### src/rtl/link_ddr_downstream_rx.sv
// DDR link receive endpoint: beat assembly, credit-sized word FIFO,
// valid/yumi core handoff and batched toggle-token credit return.
module link_ddr_downstream_rx #(
  parameter int IO_W        = 16,
  parameter int CORE_W      = 64,
  parameter int FIFO_DEPTH  = 8,
  parameter int TOKEN_BATCH = 4
) (
  input  logic              clk,
  input  logic              rst_n,
  input  logic              io_valid_i,
  input  logic [IO_W-1:0]   io_data_i,
  output logic              core_valid_o,
  output logic [CORE_W-1:0] core_data_o,
  input  logic              core_yumi_i,
  output logic              io_token_o,
  output logic              overflow_o
);

  localparam int N  = CORE_W / IO_W;
  localparam int CW = $clog2(N);
  localparam int AW = $clog2(FIFO_DEPTH);
  localparam int OW = AW + 1;
  localparam int TW = (TOKEN_BATCH > 1) ?
                      $clog2(TOKEN_BATCH) : 1;
  localparam int PW = CORE_W - IO_W;

  logic [CW-1:0]     beat_cnt;
  logic [PW-1:0]     partial;
  logic [CORE_W-1:0] full_word;
  logic [CORE_W-1:0] mem [FIFO_DEPTH];
  logic [AW-1:0]     wr_ptr;
  logic [AW-1:0]     rd_ptr;
  logic [OW-1:0]     count;
  logic [TW-1:0]     deq_cnt;
  logic              token_q;
  logic              ovf_q;

  logic last_beat;
  logic full;
  logic pop;
  logic push;
  logic drop;
  logic batch_last;

  assign last_beat  = io_valid_i &
                      (beat_cnt == CW'(N - 1));
  assign full       = (count == OW'(FIFO_DEPTH));
  assign pop        = core_yumi_i & core_valid_o;
  // a pop in the same cycle frees the slot
  assign push       = last_beat & (~full | pop);
  assign drop       = last_beat & full & ~pop;
  assign batch_last = (deq_cnt == TW'(TOKEN_BATCH - 1));
  assign full_word  = {io_data_i, partial};

  always_ff @(posedge clk or negedge rst_n) begin
    if (!rst_n) begin
      beat_cnt <= '0;
      partial  <= '0;
    end else if (io_valid_i) begin
      if (last_beat) beat_cnt <= '0;
      else           beat_cnt <= beat_cnt + CW'(1);
      for (int k = 0; k < N - 1; k++) begin
        if (beat_cnt == CW'(k))
          partial[k*IO_W +: IO_W] <= io_data_i;
      end
    end
  end

  always_ff @(posedge clk) begin
    if (push) mem[wr_ptr] <= full_word;
  end

  always_ff @(posedge clk or negedge rst_n) begin
    if (!rst_n) begin
      wr_ptr <= '0;
      rd_ptr <= '0;
      count  <= '0;
    end else begin
      if (push) wr_ptr <= wr_ptr + AW'(1);
      if (pop)  rd_ptr <= rd_ptr + AW'(1);
      case ({push, pop})
        2'b10:   count <= count + OW'(1);
        2'b01:   count <= count - OW'(1);
        default: count <= count;
      endcase
    end
  end

  always_ff @(posedge clk or negedge rst_n) begin
    if (!rst_n) begin
      deq_cnt <= '0;
      token_q <= 1'b0;
    end else if (pop) begin
      if (batch_last) begin
        deq_cnt <= '0;
        token_q <= ~token_q;
      end else begin
        deq_cnt <= deq_cnt + TW'(1);
      end
    end
  end

  always_ff @(posedge clk or negedge rst_n) begin
    if (!rst_n)    ovf_q <= 1'b0;
    else if (drop) ovf_q <= 1'b1;
  end

  // head is gated so data reads zero while empty
  assign core_valid_o = (count != '0);
  assign core_data_o  = core_valid_o ?
                        mem[rd_ptr] : '0;
  assign io_token_o   = token_q;
  assign overflow_o   = ovf_q;

endmodule

### config.mk
export PLATFORM = sky130hd
export DESIGN_NAME = link_ddr_downstream_rx
export DESIGN_NICKNAME = d
export VERILOG_FILES = /design/src/rtl/link_ddr_downstream_rx.sv
export SDC_FILE = /design/constraint.sdc
export NUM_CORES = 1
export LEC_CHECK = 0
export ABC_AREA = 1
export ABC_CLOCK_PERIOD_IN_PS = 4490
export BUFFER_PORTS_ARGS = -buffer_cell sky130_fd_sc_hd__buf_2
export CAP_MARGIN = 10
export CORE_UTILIZATION = 55
export CTS_BUF_LIST = sky130_fd_sc_hd__clkbuf_16
export DETAILED_ROUTE_END_ITERATION = 10
export GPL_ROUTABILITY_DRIVEN = 1
export PLACE_DENSITY_LB_ADDON = 0.3
export SLEW_MARGIN = 10
export SYNTH_ARGS = -nofsm -noshare
export SYNTH_HDL_FRONTEND = slang
export SYNTH_SLANG_ARGS = --single-unit
### constraint.sdc
create_clock -name clk -period 4.49 [get_ports clk]
set_input_delay 0.898 -clock clk [delete_from_list [all_inputs] [get_ports clk]]
set_output_delay 0.898 -clock clk [all_outputs]
set_load 0.005 [all_outputs]
# Word-level counts from Yosys, hierarchy flattened
# Memories as Yosys holds them, arrays and structs flattened.
# Cells that the tools add are included.
[word_totals]
register_bits = 64
ramBits = 512
out_inout_bits = 67
mem_count = 1
[op_classes]
n_addsub = 6
n_eq_ne = 7
mux = 6
bitwise_logic = 9
reduce_logical = 7
[memory_table]
columns = ["memory", "words", "width", "rd", "rd_ports_with_merged_regs", "wr", "line", "rtl"]
rows = [
  ["mem", 8, 64, 1, 0, 1, "31", "logic [CORE_W-1:0] mem [FIFO_DEPTH];"],
]
[op_table]
columns = ["op", "count"]
rows = [
  ["$mux W64", 1],
  ["$eq A2 B2 Y1 const B", 4],
  ["$pmux W4 S2", 1],
  ["$reduce_and A2 Y1", 4],
  ["$add A3 B1 Y3 const B", 2],
  ["$and A1 B1 Y1", 5],
  ["$add A2 B1 Y2 const B", 2],
  ["$add A4 B1 Y4 const B", 1],
  ["$eq A2 B1 Y1 const B", 2],
  ["$eq A4 B4 Y1 const B", 1],
  ["$mux W2", 2],
  ["$reduce_bool A4 Y1", 1],
  ["$sub A4 B1 Y4 const B", 1],
  ["$not A1 Y1", 3],
  ["$logic_not A2 Y1", 1],
  ["$mux W1", 2],
  ["$reduce_bool A2 Y1", 1],
  ["$or A1 B1 Y1", 1],
]

# Depth between registers and ports, before layout
# Gate-level depths: netlist (run 1).
[logic_depth]
ltp_word = 6
ltp_mapped = 13
mapped_depth_nobuf = 13

# Least setup slack after synthesis (run 1)
# No wires, ideal clock.
[synth_path]
kind = "input-to-reg"
from = "input port io_valid_i"
to = "memory mem[0][0], enable pin"
t_arrival_ns = 4.159
required_time_ns = 4.004
path_slack_ns = -0.155
path_stages = 5
path_cell_list = "nand2_1 -> inv_1 -> nand2_1 -> or2_2 -> nor2_1"
[synth_via]
elab_chain_len = 4
[synth_lines]
columns = ["element", "line", "rtl"]
rows = [
  ["start: declaration", "11", "input logic io_valid_i,"],
  ["$and A1 B1 Y1", "46", "assign last_beat = io_valid_i &"],
  ["$and A1 B1 Y1", "51", "assign push = last_beat & (~full | pop);"],
  ["$mux W1", "71", "if (push) mem[wr_ptr] <= full_word;"],
  ["$mux W1 (not written as such)", "71", ""],
  ["end: declaration", "31", ""],
]
# No other way between the ends.

# Final worst setup path (run 1)
[layout_path]
from = "register rd_ptr[0]"
to = "output port core_data_o[28]"
[layout_via]
elab_chain_len = 2
[layout_lines]
columns = ["element", "line", "rtl"]
rows = [
  ["start: declaration", "33", "logic [AW-1:0] rd_ptr;"],
  ["start signal: assignment", "81", "if (pop) rd_ptr <= rd_ptr + AW'(1);"],
  ["$mem_v2 Z8 W64", "n/a", ""],
  ["$mux W64", "111", "assign core_data_o = core_valid_o ?"],
  ["end: declaration", "14", "output logic [CORE_W-1:0] core_data_o,"],
]
# No other way between the ends.

==> results of run 1 <==
## cell families after synthesis
family | Yosys count | synth area share (%)
flops | 576 | 75.0
buf+inv | 141 | 2.98
compound gates | 440 | 10.1
fa+ha+maj | 8 | 0.442
xor+xnor | 5 | 0.194
mux | 64 | 2.83
simple gates | 503 | 8.43
## synth_stat cells, drive strengths merged
library cell / count
inv: 33
buf: 40
or2: 1
dfrtp: 64
ha: 8
o22ai: 64
xor2: 4
xnor2: 1
nand3: 5
mux2i: 64
nor2: 397
nor3: 1
clkbuf: 68
o21a: 1
edfxtp: 512
nand2: 95
o21ai: 374
nand4: 4
o21bai: 1
## flip-flops by register name (all words and copies together), names as in the netlist
signal      flops
io_token_o      1
rd_ptr          3
deq_cnt         2
count           4
partial        48
overflow_o      1
beat_cnt        2
wr_ptr          3
mem           512
## per-layer routing
| metal | GRT usage, % | vias up | part of all wire (%) |
|---|---|---|---|
| li1 | - | 6399 | - |
| met1 | 33.9 | 6780 | 43 |
| met2 | 38.8 | 503 | 48 |
| met3 | 3.96 | 98 | 6.9 |
| met4 | 8.66 | 4 | 2.8 |
| met5 | 0 | - | 0.044 |
## worst register-to-register path, stage by stage, from the launching register on
cell and delay, ps:
dfrtp_1 390, ha_1 160, nand2_1 230, inv_1 120, nand2_1 80, inv_1 120, nand2_1 260, nor2_4 610
buf_4 470
## layout make-up
class	count	share of cell area [%]
repair buffers	121	3.14
clock buffers	56	5.54
well taps	525	2.60
multi-input cells	1020	20.0
flip-flops and latches	576	67.2
inverters	33	0.510
diodes	1	0.00990
clock inverters	45	1.05
## stage by stage
step	total power, W	utilization [%]	TNS (ps)	area, µm²
after CTS	0.0168	62.9	0	25300
after detailed placement	0.0126	58.8	0	23600
after global routing	0.0177	62.9	0	25300
after floorplan	0.0107	-	-39660	22600
final	0.0167	62.9	0	25300
after global placement	0.0124	58.8	0	23600
## how the worst max path moves through the flow
| stage | cells after the start | slack (ps) | endpoint | startpoint |
|---|---|---|---|---|
| final | 8 | 500 | core_data_o[28] | rd_ptr[0]$_DFFE_PN0P_ |
| after global placement | 8 | 1110 | core_data_o[8] | rd_ptr[0]$_DFFE_PN0P_ |
| after CTS | 8 | 520 | core_data_o[1] | rd_ptr[0]$_DFFE_PN0P_ |
| after global routing | 8 | 290 | core_data_o[19] | rd_ptr[0]$_DFFE_PN0P_ |
| after detailed placement | 8 | 1140 | core_data_o[8] | rd_ptr[0]$_DFFE_PN0P_ |
| after floorplan | 5 | -150 | mem[0][0]$_DFFE_PP_ | io_valid_i |
## report_power, final
part / switching, W / internal, W
Clock: 0.00185 / 0.00241
Combinational: 0.00316 / 0.00177
Sequential: 0.000772 / 0.00677
==> impl_metrics.ini, run 1 <==
[final_layout]
multi_input_area_um2 = 5050
layout_commonest_cell = edfxtp_1
layout_common_cells = edfxtp_1 (512), nor2_1 (389), o21ai_0 (315)
syn2layout_area_growth_pct = 11.7
register_area_um2 = 17000
fill_cells = 2935
final_layout_size_suffix_gt1_share_pct = 10.9
final_cells = 2377
nets = 1834

[placed_design]
placedCellCount = 2275
detailed_place_hpwl_um = 26700
post-place-ws_ps = 1140
routabilityCongestion = 0.764
port_buffers = 86

[clock_network]
cts_tree = built
clock-sinks = 576
clk_pin_slew_worst_paths_ps = 60
cts_setup_buffers = 0
cts_root_buf = clkbuf_16
clock_path_buffers = 3
hold_buffers = 0
ctsHtreeMaxLevel = 2
cts_inserted_buffers = 54
cts_resized = 0
clk_latency_ps = 580

[route]
firstDrtPassIters = 5
first_iter_violations = 1418
viasPerCell = 5.80
routedWlPerCell_um = 20.9
postRouteAntennaNets = 0
drc_errors = 0
routed_wl_um = 49700
vias = 13784

[grt]
overflow = 0
grt_usage_pct = 24.3
antenna_found_initial = 3
grt_start_max_net_pins = 100
grt_pass1_wl_um = 76900
grt_pass1_vias = 13560

[timing]
holdWs_ps = 337
timing.fmax_mhz = 251
timing.final.crit_period_ps = 3990
setup_viol = 0
slew_violations = 0
worstMarginPinSlew_ps = 1030
finalCritPeriodShare_pct = 88.8
rsz0062_at_grt = no
setup_ws_ps = 504
slew_headroom_pct = 30.8
hold_violations = 0
fin_skew_ps = 16.1

[critical_path]
path_buf_inv = 2
startpoint_type = register
regToRegEndpoint = mem[3][9]$_DFFE_PP_
worstPathCellList = buf_12 > nor2_1 > nor2_1 > o21ai_0 > o21ai_0 > o21ai_1 > nor2_1 > buf_2
reg2reg_slack_ps = 1710
cpLargestDelayFamily = flip-flops
cp_max_fo = 92
critPathArrivalTime_ps = 3090
rr_startpoint = beat_cnt[0]$_DFFE_PN0P_
max_stage_delay_ps = 980
worstRegToRegCells = 8
crit_required_ps = 3590
critPathKind = register to primary output
path_common_cell = nor2_1
cpMaxStageDelayCell = dfrtp_4
crit_path_end_kind = primary output

[die]
die_w_um = 205
ios = 87
core_um2 = 40200
die-area_um2 = 42000
rows = 73
dieHeight_um = 205
floorplan.initialDensity_pct = 56.3

[logic_synthesis]
synth_cell_type_count = 26
yosysTopAreaCell = edfxtp_1
yosys_warnings = 0
syn_nets = 1765
synth_area_leaders = edfxtp_1 (68%), dfrtp_1 (7.1%), o21ai_0 (7.0%), nor2_1 (6.6%), mux2i_1 (2.8%)
synth_area_um2 = 22600
ys_seq_elements = 576
synthCells = 1737
ys_seq_area_share_pct = 75.0
yosysTopAreaCellShare_pct = 67.9
syn_avg_cell_area_um2 = 13.0

[power_and_ir_drop]
power_density_nw_per_um2 = 661
ir_worst_vdd_mv = 0.468
p_leak_nw = 9.03

[outcome]
status = finished, final reports clean

[worst_hold_path]
hold_path.class = input pin to async pin

[run]
drv_cap = 0
Power figures use the tool's default switching activity.
==> run 2, diff against run 1 <==
--- a/config.mk
+++ b/config.mk
@@ -7,7 +7,7 @@
 export LEC_CHECK = 0
 export ABC_AREA = 1
 export ABC_CLOCK_PERIOD_IN_PS = 4490
-export BUFFER_PORTS_ARGS = -buffer_cell sky130_fd_sc_hd__buf_2
+export BUFFER_PORTS_ARGS = -buffer_cell sky130_fd_sc_hd__clkbuf_2
 export CAP_MARGIN = 10
 export CORE_UTILIZATION = 55
 export CTS_BUF_LIST = sky130_fd_sc_hd__clkbuf_16
==> run 2 against run 1 <==
Via count is 1.5% higher. Worst hold slack improved by 100 ps. Clock skew rose by 7.9 ps. Non-clock buffer count is 6 lower. Critical path depth is the same. Clock power is essentially flat. Sequential share of layout area grew 0.15 points. Worst setup slack improved by 83 ps. Count of clock-buffer cells in the layout unchanged. Final cell count shrank 0.29%. First-iteration DRC count decreased by 5.1%. Largest power group unchanged. Cell area shrank 0.23%.
==> impl_metrics.ini, run 2 (same netlist as run 1, synthesis figures left out) <==
[final_layout]
nets = 1828
regMostFlops = mem
multi_input_area_um2 = 5050
utilization_pct = 62.8
largestRegisters = mem (512), partial (48), count (4)
register_area_um2 = 17000
layout_commonest_cell = edfxtp_1
syn2layout_area_growth_pct = 11.5
largest_reg_flops = 512
final_area_um2 = 25200
final_cells = 2370
final_layout_size_suffix_gt1_share_pct = 10.9
layout_common_cells = edfxtp_1 (512), nor2_1 (389), o21ai_0 (315)
diodes = 0
fill_cells = 2932

[timing]
fin_skew_ps = 23.9
hold_violations = 0
rsz0062_at_grt = no
holdWs_ps = 442
worstMarginPinSlew_ps = 1060
timing.final.crit_period_ps = 3900
setup_viol = 0
finalCritPeriodShare_pct = 86.9
slew_headroom_pct = 29.5
timing.fmax_mhz = 256
slew_violations = 0

[critical_path]
critPathArrivalTime_ps = 3010
critPathKind = register to primary output
crit_required_ps = 3590
crit_path_end_kind = primary output
cp_max_fo = 119
startpoint_type = register

[power_and_ir_drop]
switchingPower_w = 0.00596
switching_share_pct = 35.4
power_density_nw_per_um2 = 667
seqPwrFrac_pct = 44.8
p_clk_share_pct = 25.2
p_leak_nw = 9.02
p_comb_share_pct = 30.1
ir_worst_vdd_mv = 0.483
power_w = 0.0168
power.internal_w = 0.0109

[placed_design]
routabilityCongestion = 0.781
port_buffers = 86
placed_cell_area_um2 = 23600
placedCellCount = 2269
detailed_place_hpwl_um = 27000

[die]
dieHeight_um = 205
die_w_um = 205
floorplan.initialDensity_pct = 56.3
rows = 73
core_um2 = 40200
ios = 87
die-area_um2 = 42000

[grt]
grt_start_max_net_pins = 120
antenna_found_initial = 0
overflow = 0
grt_pass1_wl_um = 79300
grt_usage_pct = 25.1
grt_pass1_vias = 14119

[route]
viasPerCell = 5.90
vias = 13986
postRouteAntennaNets = 0
first_iter_violations = 1345
routed_wl_um = 51400
firstDrtPassIters = 5
drc_errors = 0
routedWlPerCell_um = 21.7

[run]
drv_cap = 0

[worst_hold_path]
hold_path.class = input pin to async pin

[clock_network]
clock-sinks = 576
clk_latency_ps = 610
cts_inserted_buffers = 54
clk_pin_slew_worst_paths_ps = 60
ctsHtreeMaxLevel = 2
cts_tree = built
clock_path_buffers = 3
cts_setup_buffers = 0
cts_root_buf = clkbuf_16
hold_buffers = 0
cts_resized = 0

[outcome]
status = finished, final reports clean
==> run 2: metal layers <==
metal / GRT usage [%] / wire length, µm / up-vias / share of wire (%)
li1: - / - / 6389 / -
met1: 34.0 / 21300 / 6924 / 41
met2: 40.3 / 24500 / 569 / 48
met3: 4.22 / 3800 / 104 / 7.4
met4: 11.2 / 1800 / 0 / 3.5
met5: 0 / 0 / - / 0
==> run 2: critical path, cell delays in order, from the launching register on <==
cell,delay (ps)
dfrtp_4,800
buf_12,500
nor2_1,120
nor2_1,110
o21ai_0,90
o21ai_1,80
o21ai_0,90
nor2_1,300
clkbuf_2,180
==> run 2: power by group through the flow <==
stage	Clock, W	Combinational, W	Sequential (W)
floorplan	0	0.00346	0.00724
global placement	0	0.00490	0.00757
detailed placement	0	0.00502	0.00763
CTS	0.00429	0.00508	0.00752
global route	0.00449	0.00566	0.00762
finish	0.00424	0.00506	0.00754
==> run 2: per-stage QoR <==
| stage | TNS [ps] | worst slack, ps |
|---|---|---|
| floorplan | -39660 | -155 |
| global placement | 0 | 1270 |
| detailed placement | 0 | 1280 |
| CTS | 0 | 613 |
| global route | 0 | 420 |
| finish | 0 | 587 |
==> run 2: cell type report <==
cell class	count	share of cell area (%)
Inverter	33	0.511
Timing Repair Buffer	115	3.03
Clock inverter	45	0.957
Multi-Input combinational cell	1020	20.0
Sequential cell	576	67.3
Clock buffer	56	5.56
Tap cell	525	2.60
==> run 2: final timing paths <==
path	cells after the start	from	end	slack [ps]
worst max-delay path	8	rd_ptr[0]$_DFFE_PN0P_	core_data_o[22]	590
worst min-delay path	1	rst_n	partial[45]$_DFFE_PN0P_	440
worst max register to register	8	beat_cnt[0]$_DFFE_PN0P_	mem[5][35]$_DFFE_PP_	1940
worst min register to register	1	io_token_o$_DFFE_PN0P_	io_token_o$_DFFE_PN0P_	490
max in group asynchronous	1	rst_n	rd_ptr[1]$_DFFE_PN0P_	3350
min in group clk	1	io_token_o$_DFFE_PN0P_	io_token_o$_DFFE_PN0P_	490
